### src/rtl/call_stack_ctrl.sv
`default_nettype none
// ============================================================================
// Module   : call_stack_ctrl
// Brief    : Call/return sequencer driving push/pop strobes of a return stack.
// Revision : 1.0
// ============================================================================
module call_stack_ctrl #(
  parameter int unsigned WIDTH      = 32,
  parameter int unsigned DEPTH      = 10,
  parameter int unsigned PTR_W      = 4,
  parameter int unsigned RET_OFFSET = 1
) (
  input  logic             clock,
  input  logic             reset,
  input  logic             call_req,
  input  logic             ret_req,
  input  logic [WIDTH-1:0] pc,
  input  logic [WIDTH-1:0] stk_top,
  output logic [WIDTH-1:0] stk_dado,
  output logic             stk_push,
  output logic             stk_pop,
  output logic [WIDTH-1:0] ret_addr,
  output logic             ret_valid,
  output logic             busy,
  output logic [PTR_W-1:0] depth,
  output logic             ovrflw_err,
  output logic             undrflw_err
);

  localparam logic [2:0] S_IDLE     = 3'd0;
  localparam logic [2:0] S_CALL     = 3'd1;
  localparam logic [2:0] S_RET_RD   = 3'd2;
  localparam logic [2:0] S_RET_DONE = 3'd3;
  localparam logic [2:0] S_ERR      = 3'd4;

  logic [2:0]       state_q, state_d;
  logic [WIDTH-1:0] dado_q, dado_d;
  logic [WIDTH-1:0] ret_addr_q, ret_addr_d;
  logic [PTR_W-1:0] depth_q, depth_d;
  logic             push_q, push_d;
  logic             pop_q, pop_d;
  logic             valid_q, valid_d;
  logic             busy_q, busy_d;
  logic             ovf_q, ovf_d;
  logic             unf_q, unf_d;
  logic             full, empty;

  assign full  = (depth_q == PTR_W'(DEPTH));
  assign empty = (depth_q == '0);

  // State and all outputs are registered together so every port is a flop.
  always_ff @(posedge clock) begin
    if (reset) begin
      state_q    <= S_IDLE;
      dado_q     <= '0;
      ret_addr_q <= '0;
      depth_q    <= '0;
      push_q     <= 1'b0;
      pop_q      <= 1'b0;
      valid_q    <= 1'b0;
      busy_q     <= 1'b0;
      ovf_q      <= 1'b0;
      unf_q      <= 1'b0;
    end else begin
      state_q    <= state_d;
      dado_q     <= dado_d;
      ret_addr_q <= ret_addr_d;
      depth_q    <= depth_d;
      push_q     <= push_d;
      pop_q      <= pop_d;
      valid_q    <= valid_d;
      busy_q     <= busy_d;
      ovf_q      <= ovf_d;
      unf_q      <= unf_d;
    end
  end

  always_comb begin
    state_d = state_q;
    case (state_q)
      S_IDLE: begin
        if (call_req)     state_d = full  ? S_ERR : S_CALL;
        else if (ret_req) state_d = empty ? S_ERR : S_RET_RD;
      end
      S_CALL:     state_d = S_IDLE;
      S_RET_RD:   state_d = S_RET_DONE;
      S_RET_DONE: state_d = S_IDLE;
      S_ERR:      state_d = S_ERR;
      default:    state_d = S_IDLE;
    endcase
  end

  // Strobes are decoded from the next state so they line up with the state.
  always_comb begin
    push_d     = (state_d == S_CALL);
    pop_d      = (state_d == S_RET_RD);
    valid_d    = (state_d == S_RET_DONE);
    busy_d     = (state_d != S_IDLE);
    dado_d     = dado_q;
    ret_addr_d = ret_addr_q;
    depth_d    = depth_q;
    ovf_d      = ovf_q;
    unf_d      = unf_q;
    if (state_q == S_IDLE) begin
      if (call_req) begin
        if (full) ovf_d  = 1'b1;
        else      dado_d = pc + WIDTH'(RET_OFFSET);
      end else if (ret_req && empty) begin
        unf_d = 1'b1;
      end
    end
    if (state_q == S_CALL)   depth_d = depth_q + PTR_W'(1);
    if (state_q == S_RET_RD) begin
      ret_addr_d = stk_top;
      depth_d    = depth_q - PTR_W'(1);
    end
  end

  assign stk_dado    = dado_q;
  assign stk_push    = push_q;
  assign stk_pop     = pop_q;
  assign ret_addr    = ret_addr_q;
  assign ret_valid   = valid_q;
  assign busy        = busy_q;
  assign depth       = depth_q;
  assign ovrflw_err  = ovf_q;
  assign undrflw_err = unf_q;

endmodule
`default_nettype wire
### config.mk
export PLATFORM = sky130hd
export DESIGN_NAME = call_stack_ctrl
export DESIGN_NICKNAME = d
export VERILOG_FILES = /design/src/rtl/call_stack_ctrl.sv
export SDC_FILE = /design/constraint.sdc
export NUM_CORES = 1
export LEC_CHECK = 0
export ABC_CLOCK_PERIOD_IN_PS = 3900
export BUFFER_PORTS_ARGS = -buffer_cell sky130_fd_sc_hd__clkbuf_2
export CAP_MARGIN = 25
export CELL_PAD_IN_SITES_DETAIL_PLACEMENT = 0
export CELL_PAD_IN_SITES_GLOBAL_PLACEMENT = 1
export CORE_UTILIZATION = 37
export DETAILED_ROUTE_END_ITERATION = 7
export GPL_ROUTABILITY_DRIVEN = 0
export PLACE_DENSITY = 0.95
export SKIP_LAST_GASP = 1
export SYNTH_ARGS = -nofsm -noshare
export SYNTH_HDL_FRONTEND = slang
export SYNTH_SLANG_ARGS = --single-unit
export TNS_END_PERCENT = 100
### constraint.sdc
create_clock -name clock -period 3.9 [get_ports clock]
set_input_delay 0.585 -clock clock [delete_from_list [all_inputs] [get_ports clock]]
set_output_delay 0.585 -clock clock [all_outputs]
set_load 0.03 [all_outputs]
* After elaboration in Yosys (flattened, before gate mapping)
Index checks and enable logic that the tools add are counted.
Word-level totals: bits in registers 77, latch bits 0, memory bits (writable) 0, bits in read-only memories 0, input bits 68, word-level logic and storage cells 37, memories kept 0
Cells by class: add/subtract/negate cells 3, $mul 0, div/mod/pow operators 0, $lt $le $gt $ge 0, equality and inequality tests 7, shift operators 0, multiplexer cells 7, bitwise logic cells 2, reduce and logical (&&, ||, !) cells 8
Operators with widths (count):
- $add 32x1->32 const B | 1
- $mux 3 | 4
- $eq 3x2->1 const B | 3
- $pmux 3 s3 | 1
- $reduce_and 3->1 | 3
- $mux 4 | 2
- $eq 3x1->1 const B | 2
- $add 4x1->4 const B | 1
- $eq 4x4->1 const B | 1
- $logic_not 4->1 | 1
- $sub 4x1->4 const B | 1
- $eq 3x3->1 const B | 1
- $logic_not 3->1 | 1
- $reduce_bool 3->1 | 1
- $not 1->1 | 2
- $reduce_bool 2->1 | 1
- $logic_and 1x1->1 | 1

* Logic depth before layout (Yosys ltp)
Gate-level depths: netlist of the first run.
depth in word-level cells 6, depth in mapped cells 11, depth with buffers taken out 9

* Worst setup path after synthesis of the first run
OpenSTA, ideal clock, no wires.
path kind flip-flop to flip-flop, start register state_q[1], end register depth_q[3], in the netlist depth[3], library setup time 0.128 ns, arrival time 2.215 ns, slack 1.558 ns, cell stages (with the launch flop) 11, path buffers 2, cell sequence dfxtp_1 clkbuf_1 nand2_1 inv_2 clkbuf_1 ha_1 a21o_1 a21oi_1 mux2i_1 xnor2_1 nor2_1
On the way: word-level cells in the longest chain between the ends 2
Ends and longest elaborated chain:
- start: declaration | line 36 | logic [2:0] state_q, state_d;
- start signal: assignment | line 65 | state_q <= state_d;
- $eq 3x2->1 or $eq 3x1->1 (tied branches) | line 113, 112
- $mux 4 or $reduce_bool 2->1 (tied branches)
- end signal: assignment | line 68 | depth_q <= depth_d;
- end: declaration | line 39 | logic [PTR_W-1:0] depth_q, depth_d;
Several ways; a longest one is shown, not always the timed one. A chain may end at the register's enable or synchronous reset.

* Worst setup path after layout of the first run
start register state_q[2], end register depth_q[3], in the netlist depth[3]
The elaborated chain is that of the path after synthesis.

==> results of run 1 <==
-- power breakdown --
part | total, W | switching, W | internal [W] | leakage, nW
Sequential | 0.000940 | 0.0000639 | 0.000876 | 0.630
Clock | 0.000671 | 0.000292 | 0.000379 | 0.106
Combinational | 0.000585 | 0.000397 | 0.000188 | 1.09
Total | 0.00220 | 0.000753 | 0.00144 | 1.83
-- tightest hold or removal path, delay by kind of cell (launching register included) --
family             cells  cell delay, ns
DFF                    1            0.31
and+or+nand+nor        1            0.05
AOI/OAI and AO/OA      1            0.05
-- sequential cells by signal (all words and copies together) (netlist names) --
signal and flops:
ret_addr 32, stk_dado 32, depth 4, state_q 3, busy 1, ovrflw_err 1, ret_valid 1, stk_pop 1
stk_push 1, undrflw_err 1
-- kinds of logic after synthesis --
group,synth area share
mux,0.005781
flops,0.4451
compound gates,0.1438
buf+inv,0.04696
xor+xnor,0.08598
simple gates,0.2558
fa+ha+maj,0.01662
-- cell usage after synthesis, types with 2 or more instances --
| cell type | instances |
|---|---|
| nand2_1 | 78 |
| dfxtp_1 | 77 |
| nor2_1 | 44 |
| a21oi_1 | 36 |
| a211oi_1 | 27 |
| clkbuf_1 | 20 |
| xnor2_1 | 18 |
| xor2_1 | 16 |
| nand3_1 | 15 |
| nor4_1 | 7 |
| a211oi_2 | 6 |
| nand4_1 | 6 |
| nor4_2 | 6 |
| and3_1 | 5 |
| inv_1 | 5 |
| nor3_1 | 5 |
| ha_1 | 3 |
| nand3_2 | 3 |
| and4_1 | 2 |
| buf_4 | 2 |
| buf_8 | 2 |
| inv_2 | 2 |
| mux2i_1 | 2 |
| nand2b_1 | 2 |
| nor2b_1 | 2 |
-- path summary, 6_finish.rpt --
check                                               from                       end  slack, ns  cells after the start
worst max-delay path               state_q[2]$_SDFF_PP0_     depth[3]$_SDFFE_PP0P_       1.33                     10
worst min-delay path            ret_addr[2]$_SDFFE_PP0P_  ret_addr[2]$_SDFFE_PP0P_       0.46                      2
worst max register to register     state_q[2]$_SDFF_PP0_     depth[3]$_SDFFE_PP0P_       1.33                     10
worst min register to register  ret_addr[2]$_SDFFE_PP0P_  ret_addr[2]$_SDFFE_PP0P_       0.46                      2
-- cell type report --
class	count	area (um2)
inverters	7	26.28
repair buffers	144	728.2
clock buffers	11	141.4
multi-input cells	296	1767
well taps	108	135.1
clock inverters	5	83.83
flip-flops and latches	77	1541
fillers	851	4468
-- metal layers --
| metal | global-route usage | part of all wire | up-vias |
|---|---|---|---|
| li1 | - | - | 1658 |
| met1 | 0.2332 | 0.47 | 1457 |
| met2 | 0.2851 | 0.44 | 142 |
| met3 | 0.05532 | 0.075 | 9 |
| met4 | 0.05166 | 0.011 | 0 |
| met5 | 0 | 0 | - |
-- through the flow --
stage	instances	total power, W	hold slack, ns	area (um2)	setup WS (ns)
floorplan	406	0.001368	0.5410	3463	1.558
global placement	632	0.001528	0.4408	4198	1.375
detailed placement	632	0.001545	0.4461	4198	1.320
CTS	648	0.002220	0.4448	4423	1.329
global route	648	0.002316	0.4451	4423	1.057
finish	648	0.002196	0.4561	4423	1.325
==> flow_summary.ini, run 1 <==
[sta]
slew_headroom = 0.5240
worst_slew_pin_slew_ns = 0.7141
rsz0062_at_grt = no
fin_crit_ns = 2.575
setup_viol = 0
fin_setup_tns_ns = 0
slew_violations = 0
finalCritPeriodShare = 0.6602
hold_viol = 0
fin_skew_ns = 0.01486
max_freq_mhz = 388.4

[critical_path]
crit_path_frequent_cell = nor2_1
arrival_ns = 2.79
cp_cell_sequence = nor2_1 > nand2_1 > buf_4 > inv_2 > ha_1 > a21o_1 > a21oi_1 > mux2i_1 > xnor2_1 > nor2_1
startpoint_type = flop
slowest_stage = dfxtp_1
crit_buf_inv = 2
worstPathRequired_ns = 4.11
critPathMaxStageDelay_ns = 0.51
end_kind = flop
worstSetupPathType = flop to flop
crit_family = buffers and inverters
path_max_fanout = 36

[synthesis]
synth_top_cells_by_area = dfxtp_1, nand2_1, a211oi_1
synth_cells = 406
synthDistinctLibCells = 40
syn_area_um2 = 3463
synthFlopType = dfxtp_1
synthArstFlopShare = 0
yosysTopAreaCellShare = 0.4451
synth_fp_nets = 478
ys_ff_latch = 77
synth_edf_count = 0
seq_area_frac_synth = 0.4451
syn_area_per_cell_um2 = 8.530
ys.warnings.count = 0
synth_area_leader_cell = dfxtp_1

[global_routing]
grt.total_usage = 0.1790
grt_pass1_wl_mm = 14.10
antenna_found_initial = 0
grt_pass1_vias = 2976
grt_overflow = 0
grt_max_degree = 64

[route]
drt_iter0_drc = 142
drtAntennaViolNets = 0
avgViaCountPerCell = 5.040
drc_errors = 0
routed_wl_mm = 8.641
dr.pass1.iters = 4
vias = 3266
wl_per_cell_um = 13.33

[pwr]
p_leak_nw = 1.830
irDropWorstVdd_uv = 316.5
power_density_nw_per_um2 = 496.5

[clock_tree]
cts_resized = 0
cts_max_path_buffers = 2
hold_buffers = 0
cts_setup_buffers = 0
numCtsBuffers = 9
cts_tree = yes
clock_latency_ns = 0.34
root_buffer = clkbuf_8
cts.clk_slew.worst_paths_ns = 0.09
cts.htree.levels = 3
cts.sinks = 77

[die]
core_area_um2 = 8891
fp.dieH_um = 98.75
die_area_um2 = 9752
ios = 142
die_w_um = 98.75
initial_core_util = 0.3895
rows = 34

[place]
io_buffers = 141
dp_hpwl_mm = 6.447

[final_layout]
layout_common_cells = clkbuf_2, nand2_1, dfxtp_1, nor2_1, a21oi_1
drive_gt1_frac = 0.3352
layout.nets = 607
antenna_cells = 0
mostFrequentLayoutCell = clkbuf_2
fin_util = 0.4975
areaGrowthSynthToFinish_pct = 27.71

[worst_hold_path]
hold_class = flop to flop

[flow_run]
cap_violations = 0

[outcome]
status = complete, no violations
(Power assumes the default switching activity.)
==> inputs of run 2 (changes only) <==
--- a/config.mk
+++ b/config.mk
@@ -5,15 +5,16 @@
 export SDC_FILE = /design/constraint.sdc
 export NUM_CORES = 1
 export LEC_CHECK = 0
-export ABC_CLOCK_PERIOD_IN_PS = 3900
+export ABC_AREA = 1
+export ABC_CLOCK_PERIOD_IN_PS = 2700
 export BUFFER_PORTS_ARGS = -buffer_cell sky130_fd_sc_hd__clkbuf_2
 export CAP_MARGIN = 25
 export CELL_PAD_IN_SITES_DETAIL_PLACEMENT = 0
 export CELL_PAD_IN_SITES_GLOBAL_PLACEMENT = 1
-export CORE_UTILIZATION = 37
+export CORE_UTILIZATION = 34
 export DETAILED_ROUTE_END_ITERATION = 7
 export GPL_ROUTABILITY_DRIVEN = 0
-export PLACE_DENSITY = 0.95
+export PLACE_DENSITY = 0.91
 export SKIP_LAST_GASP = 1
 export SYNTH_ARGS = -nofsm -noshare
 export SYNTH_HDL_FRONTEND = slang
==> constraint.sdc (replaced) <==
create_clock -name clock -period 2.7 [get_ports clock]
set_input_delay 0.405 -clock clock [delete_from_list [all_inputs] [get_ports clock]]
set_output_delay 0.405 -clock clock [all_outputs]
set_load 0.03 [all_outputs]
==> run 2 against run 1 <==
Against the previous run: power increased by 65%; routed wire length increased by 25%; first-iteration DRC count increased by 27%; synthesized cell count increased by 41%; largest power group unchanged; highest routed layer unchanged.
==> flow_summary.ini, run 2 <==
[route]
drtAntennaViolNets = 0
dr.pass1.iters = 5
drt_iter0_drc = 180
routed_wl_mm = 10.83
drc_errors = 0
wl_per_cell_um = 12.70
avgViaCountPerCell = 4.658
vias = 3973
top_layer_used = met4
wl_met3_um = 897
wl_met1_mm = 4.785
met2_length_mm = 5.004

[critical_path]
path_max_fanout = 35
worstSetupPathType = flop to flop
startpoint_type = flop
arrival_ns = 2.23
worstPathRequired_ns = 2.94
end_kind = flop

[synthesis]
synthDistinctLibCells = 34
yosysTopAreaCellShare = 0.4013
syn_area_per_cell_um2 = 6.692
synthArstFlopShare = 0
synth_area_leader_cell = dfxtp_1
ys_top_cells_by_count = nor2_1, nand2_1, dfxtp_1, o21ai_0, inv_1
synth_top_cells_by_area = dfxtp_1, nor2_1, nand2_1
synth.most_common_cell = nor2_1
synthFlopType = dfxtp_1
ys_ff_latch = 77
ys.warnings.count = 0
syn_area_um2 = 3841
synth_fp_nets = 646
seq_area_frac_synth = 0.4013
synth_cells = 574
synth_edf_count = 0

[final_layout]
layout_common_cells = nor2_1, clkbuf_2, nand2_1, dfxtp_1, o21ai_0
drive_gt1_frac = 0.2609
mostFrequentLayoutCell = nor2_1
layout.nets = 780
seq_area_um2 = 1541
antenna_cells = 0
multiInputGateArea_um2 = 1982
nFillCells = 1157
areaGrowthSynthToFinish_pct = 28.01

[clock_tree]
cts.sinks = 77
hold_buffers = 0
cts_tree = yes
cts.clk_slew.worst_paths_ns = 0.06
root_buffer = clkbuf_16
clock_latency_ns = 0.35
cts.htree.levels = 3
cts_max_path_buffers = 2
cts_resized = 0
cts_setup_buffers = 0
numCtsBuffers = 9

[place]
io_buffers = 141
dp_hpwl_mm = 8.038
preCtsSetupSlack_ns = 0.7432

[global_routing]
grt_max_degree = 64
antenna_found_initial = 0
grt_pass1_vias = 3686
grt_pass1_wl_mm = 17.66
grt.total_usage = 0.1948
grt_overflow = 0

[sta]
slew_headroom = 0.4948
fin_skew_ns = 0.006293
setup_viol = 0
finalCritPeriodShare = 0.7346
hold_viol = 0
max_freq_mhz = 504.2
fin_setup_tns_ns = 0
worst_slew_pin_slew_ns = 0.7578
setup_slack_ns = 0.7165
fin_crit_ns = 1.984
slew_violations = 0
rsz0062_at_grt = no

[outcome]
status = complete, no violations

[die]
ios = 142
initial_core_util = 0.3513
core_area_um2 = 10940
die_area_um2 = 11730
fp.dieH_um = 108.3
rows = 38
die_w_um = 108.3

[pwr]
irDropWorstVdd_uv = 498.5
p_leak_nw = 2.547
power_density_nw_per_um2 = 735.6

[worst_hold_path]
hold_class = input port to flop

[flow_run]
cap_violations = 0
## run 2: stage by stage
stage	power (W)	area (um2)	util	cells	hold slack [ns]
3_5_place_dp	0.002470	4629	0.4233	837	0.4754
2_1_floorplan	0.002166	3841	-	574	0.4956
3_3_place_gp	0.002452	4629	0.4233	837	0.4593
6_report	0.003617	4917	0.4497	853	0.2836
4_1_cts	0.003656	4917	0.4497	853	0.2715
5_1_grt	0.003825	4917	0.4497	853	0.2839
## run 2: critical path, stage by stage (launching register included)
cell and delay (ns):
dfxtp_1 0.40, inv_2 0.07, nor3_4 0.15, buf_4 0.35, ha_1 0.33, a21oi_1 0.20
nand2_1 0.07, nand2_1 0.06, nand2_1 0.07, a21oi_1 0.13, nor2_1 0.06
## run 2: cells by family after synthesis
family,count (synthesis),synth area share
fa+ha+maj,4,0.01498
simple gates,327,0.3655
flops,77,0.4013
xor+xnor,12,0.02736
buf+inv,75,0.08273
compound gates,79,0.1081
## run 2: cell type report
type	count	area share
Multi-Input combinational cell	422	0.4031
Tap cell	140	0.03562
Sequential cell	77	0.3135
Inverter	54	0.04122
Clock buffer	12	0.05216
Timing Repair Buffer	144	0.1481
Clock inverter	4	0.006361
## run 2: worst paths after layout
kind         depth (start not counted)                  endpoint                     from  slack (ns)
max                                 10     depth[3]$_SDFFE_PP0P_    state_q[1]$_SDFF_PP0_        0.72
min reg2reg                          2   ovrflw_err$_SDFFE_PP0P_  ovrflw_err$_SDFFE_PP0P_        0.48
min                                  3  ret_addr[5]$_SDFFE_PP0P_               stk_top[5]        0.28
max reg2reg                         10     depth[3]$_SDFFE_PP0P_    state_q[1]$_SDFF_PP0_        0.72
## run 2: power by group
part           total [W]  switching (W)  leakage (nW)  internal [W]
logic            0.00104       0.000741          1.78      0.000298
clock network    0.00117       0.000497         0.131      0.000676
registers        0.00140      0.0000997         0.632       0.00130
## run 2: per-layer routing
layer	track usage	up-vias
li1	-	2069
met2	0.3294	142
met1	0.2301	1748
met5	0	-
met3	0.06751	14
met4	0.06274	0
